==> config.mk <==
export PLATFORM = sky130hd
export DESIGN_NAME = led_pwm_fader
export DESIGN_NICKNAME = d
export VERILOG_FILES = /design/src/rtl/led_pwm_fader.sv
export SDC_FILE = /design/constraint.sdc
export NUM_CORES = 1
export LEC_CHECK = 0
export ABC_CLOCK_PERIOD_IN_PS = 3100
export BUFFER_PORTS_ARGS = -buffer_cell sky130_fd_sc_hd__buf_2
export CORE_MARGIN = 1
export CORE_UTILIZATION = 40
export CTS_CLUSTER_SIZE = 25
export DETAILED_ROUTE_END_ITERATION = 10
export GPL_TIMING_DRIVEN = 0
export SLEW_MARGIN = 20
export SYNTH_ARGS = -nofsm -noshare
export SYNTH_HDL_FRONTEND = slang
export SYNTH_SLANG_ARGS = --single-unit
==> constraint.sdc <==
create_clock -name clk -period 3.1 [get_ports clk]
set_input_delay 0.31 -clock clk [delete_from_list [all_inputs] [get_ports clk]]
set_output_delay 0.31 -clock clk [all_outputs]
set_load 0.005 [all_outputs]
==> src/rtl/led_pwm_fader.sv <==
// Eight-channel LED fader: each LED ramps its PWM brightness one step per fade
// tick towards the on/off target given by the registered pattern.
module led_pwm_fader #(
  parameter int PWM_BITS = 8,
  parameter int FADE_DIV = 97_656
) (
  input  logic       clk,
  input  logic       rst_n,
  input  logic [7:0] pattern_in,
  input  logic       enable,
  output logic [7:0] led_out,
  output logic       busy
);

  localparam logic [PWM_BITS-1:0] LEVEL_MAX = '1;
  localparam int                  TICK_W    = (FADE_DIV > 1) ? $clog2(FADE_DIV) : 1;
  localparam logic [TICK_W-1:0]   TICK_LAST = TICK_W'(FADE_DIV - 1);

  logic [7:0]          pat_q;
  logic [PWM_BITS-1:0] pwm_q, pwm_d;
  logic [TICK_W-1:0]   tick_q, tick_d;
  logic [PWM_BITS-1:0] level_q [8];
  logic [PWM_BITS-1:0] level_d [8];
  logic [7:0]          led_q, led_d;
  logic                busy_q, busy_d;
  logic                fade_tick;

  // Free-running counters keep going with enable low so the PWM phase and the
  // tick cadence never slip relative to reset release.
  always_comb begin
    fade_tick = (tick_q == TICK_LAST);
    pwm_d     = pwm_q + PWM_BITS'(1);
    tick_d    = fade_tick ? '0 : tick_q + TICK_W'(1);
  end

  // Levels move one step toward the registered target and saturate at the ends;
  // using pat_q means a same-cycle pattern change only takes effect next tick.
  always_comb begin
    for (int i = 0; i < 8; i++) begin
      level_d[i] = level_q[i];
      if (fade_tick && enable) begin
        if (pat_q[i] && (level_q[i] != LEVEL_MAX)) begin
          level_d[i] = level_q[i] + PWM_BITS'(1);
        end else if (!pat_q[i] && (level_q[i] != '0)) begin
          level_d[i] = level_q[i] - PWM_BITS'(1);
        end
      end
    end
  end

  // Full-scale level is forced high so the LED is truly constant-on instead of
  // dropping out once per PWM period.
  always_comb begin
    led_d  = '0;
    busy_d = 1'b0;
    for (int i = 0; i < 8; i++) begin
      led_d[i] = enable && ((level_q[i] == LEVEL_MAX) || (pwm_q < level_q[i]));
      if (pat_q[i] ? (level_q[i] != LEVEL_MAX) : (level_q[i] != '0)) begin
        busy_d = 1'b1;
      end
    end
  end

  always_ff @(posedge clk or negedge rst_n) begin
    if (!rst_n) begin
      pat_q  <= '0;
      pwm_q  <= '0;
      tick_q <= '0;
      led_q  <= '0;
      busy_q <= 1'b0;
      for (int i = 0; i < 8; i++) begin
        level_q[i] <= '0;
      end
    end else begin
      pat_q  <= pattern_in;
      pwm_q  <= pwm_d;
      tick_q <= tick_d;
      led_q  <= led_d;
      busy_q <= busy_d;
      for (int i = 0; i < 8; i++) begin
        level_q[i] <= level_d[i];
      end
    end
  end

  assign led_out = led_q;
  assign busy    = busy_q;

endmodule

==> run metrics <==
GRT overflow=0; startpoint types=register; Final Hold Violating Endpoints=0; Worst Tran Pin Value=approximately 0.76 ns; dpl cell area=~8100 um2; CP max FO=8; total CTS buffers=9; post-synthesis instance total=827; starting density of the core=40.81%; initial DRC count=between 200 and 250; Skew-Pair Late Insertion Delay=about 0.37 ns; maximum number of pins on one net before global-route repair=70; Tcrit/Tclk final=92.42%; crit end category=register; Worst Path Arrival=between 3 and 4 ns; CTS tree=built; sequential area share after synthesis=approximately a third; Post-synth EDFFs=0; PortBufs=18; Pwr Density=roughly 330 nW/um2; Setup Total Neg Slack=0 ns; initial antenna violation count=0; H-Tree Depth=3; Finished Core Util=about 45%; Post-CTS Setup Inserts=0; # rows=50; # clock sinks=about 110; Syn Nets=954; Max Cap Viol=0; via count=around 5700; Leak Pwr=between 3 and 4 nW; Clock Root Buffer=clkbuf_16; vias in the first global route=around 5700; Synth Cell Area=around 7700 um2; Post-DP HPWL=roughly 11000 um; die area=approximately 20000 um2; Synth Area in XOR/XNOR=9.719%; #FFs+latches synth=between 100 and 150; GR Layer Usage met3=under 10%; Mapped Avg Cell Area=9.262 um2; WHS=between 0.04 and 0.05 ns; Yosys warnings=0; antenna viol nets, final=0; critical path class=reg -> reg; Final Instance Area=roughly 8400 um2; total power=around 2.8 mW; gr usage total=between 10% and 20%; Area Overhead vs Synth=9.637%; first-pass iteration count of the detailed router=4; Fmax=between 300 and 400 MHz; setup violators final=0; Pins Over Slew Limit=0; met2 Use GR=~28%; Required @ worst endpoint=approximately 3.4 ns; simple-gate area share of the yosys netlist=16.11%; RSZ-0062 raised after global routing=no; CTS max path bufs=2; met1 Usage GRT=23.78%; drt drc=0; main combinational cell family by area after synthesis=adder cells; worst hold path type=in -> reg; Chip Width=between 100 and 150 um; relative slew slack=49.29%; fin crit period=2.865 ns; Post-Synth Adder-Cell Area=about a fifth; first-pass GRT wire length=27280 um; n_diodes=0; share of layout cells above drive strength 1=between 8 and 9%; post-synthesis compound-gate area fraction=12.89%; Synth cell types=42; Peak VDD IR=between 0.2 and 0.25 mV; drt wl/cell=around 14 um; status=completed; Die H=140.4 um; clk_skew=about 0.0091 ns; most used routing layer=met2; Reg clk slew, reported paths=about 0.080 ns; top_reg_cell synth=dfrtp_1; vias per inst=around 5.2; I/O pins=20; FFs w/ async S/R, synth=between 90% and 100%; mux share of post-synthesis cell area=under 10%; Post-Route WL=15370 um; CORE AREA=roughly 19000 um2; final net count=around 990; global placer's final weighted congestion=around 0.78
## sequential cells by signal (all words and copies together), names as in the netlist
name and flops:
busy 1, led_out 8, level_q 64, pat_q 8
pwm_q 8, tick_q 17
## path summary, 6_finish.rpt
kind                               startpoint           to  slack [ns]  depth (start not counted)
worst min register to register      tick_q[0]    tick_q[0]        0.50                          1
max in group asynchronous               rst_n  level_q[10]        2.02                          3
worst max-delay path              level_q[45]  level_q[46]        0.24                         10
min in group asynchronous               rst_n   level_q[3]        0.42                          2
worst min-delay path            pattern_in[1]     pat_q[1]        0.04                          1
worst max register to register    level_q[45]  level_q[46]        0.24                         10
## final cells by class
class                           instances  area, um2
Inverter                               76      285.3
Clock buffer                            9      225.2
Fill cell                            1831      10370
Buffer                                 12      98.84
Multi-Input combinational cell        633       4623
Clock inverter                          7      86.33
Timing Repair Buffer                   20      133.9
Sequential cell                       106       2653
Tap cell                              234      292.8
## kinds of logic (layout without fill, tap and decap cells)
group,after synthesis,count (layout)
AO/OA/AOI/OAI,166,166
flip-flops,106,106
XOR/XNOR,85,85
adder cells (fa/ha/maj),116,116
buffers and inverters,88,124
AND/OR/NAND/NOR,253,253
multiplexers,13,13
## power by group
group	leakage (nW)	internal, mW	switching, mW
Clock	0.150	0.645	0.590
Combinational	2.32	0.0619	0.105
Sequential	1.36	1.39	0.00649
## critical path, cell delays in order (launching register included)
cell      delay [ns]
dfrtp_1         0.45
nand4_1         0.12
or4_4           0.51
nand2_1         0.28
ha_1            0.34
a21o_1          0.20
a21oi_1         0.22
o21bai_1        0.09
a21oi_1         0.19
xnor2_1         0.08
mux2_2          0.26
## placed cells by master (no fill, tap or decap), types with 3 or more instances in the layout
cell type  Yosys  final
a21boi_0       6      6
xor2_1        36     36
and3_1         4      4
or4_1         14     14
a21o_1        17     17
a211oi_1       5      5
o21ai_1        0      7
o211ai_1       8      8
o21bai_1       8      8
o21a_1         4      4
nor3_1        16     16
nand4_1       23     23
nor2_1        70     70
o41ai_1        8      8
inv_1         76     76
nor4_1         3      3
dfrtp_1      106    106
xnor2_1       49     49
o21ai_0       61     54
nand3_1       34     34
fa_1           8      8
and4_1         4      4
nor2_2         6      6
ha_1         108    108
clkbuf_16      0      9
mux2_2        13     13
a21oi_1       46     46
buf_2          1     18
buf_6          6      7
nand2_1       64     64
nand2_2        4      4
## Yosys cell counts, types with 13 or more instances
cell type  count  share of area, %
or4_1         14               1.4
nor3_1        16               1.0
nand4_1       23               1.9
nand3_1       34               2.2
nor2_1        70               3.4
a21o_1        17               1.7
a21oi_1       46               3.0
inv_1         76               3.7
xor2_1        36               4.1
xnor2_1       49               5.6
o21ai_0       61               4.0
nand2_1       64               3.1
mux2_2        13               1.9
dfrtp_1      106                35
ha_1         108                18
## per-layer routing
metal | vias to the layer above | wire [um]
met4 | 0 | 205
met3 | 12 | 368
met2 | 58 | 6987
li1 | 2964 | -
met5 | - | 0
met1 | 2672 | 7808
## metrics by stage
stage               cells  setup WS [ns]
finish               1097         0.2351
floorplan             827         0.4575
detailed placement   1080        0.02257
global placement     1079       -0.02618
global route         1097        0.01551
CTS                  1097       0.004223
## timing repair
action,in CTS,in global routing
gates resized for setup,0,5
setup endpoints to repair,0,10
hold buffers,1,0
endpoints found under the hold margin,37,0
(Power assumes the default switching activity.)
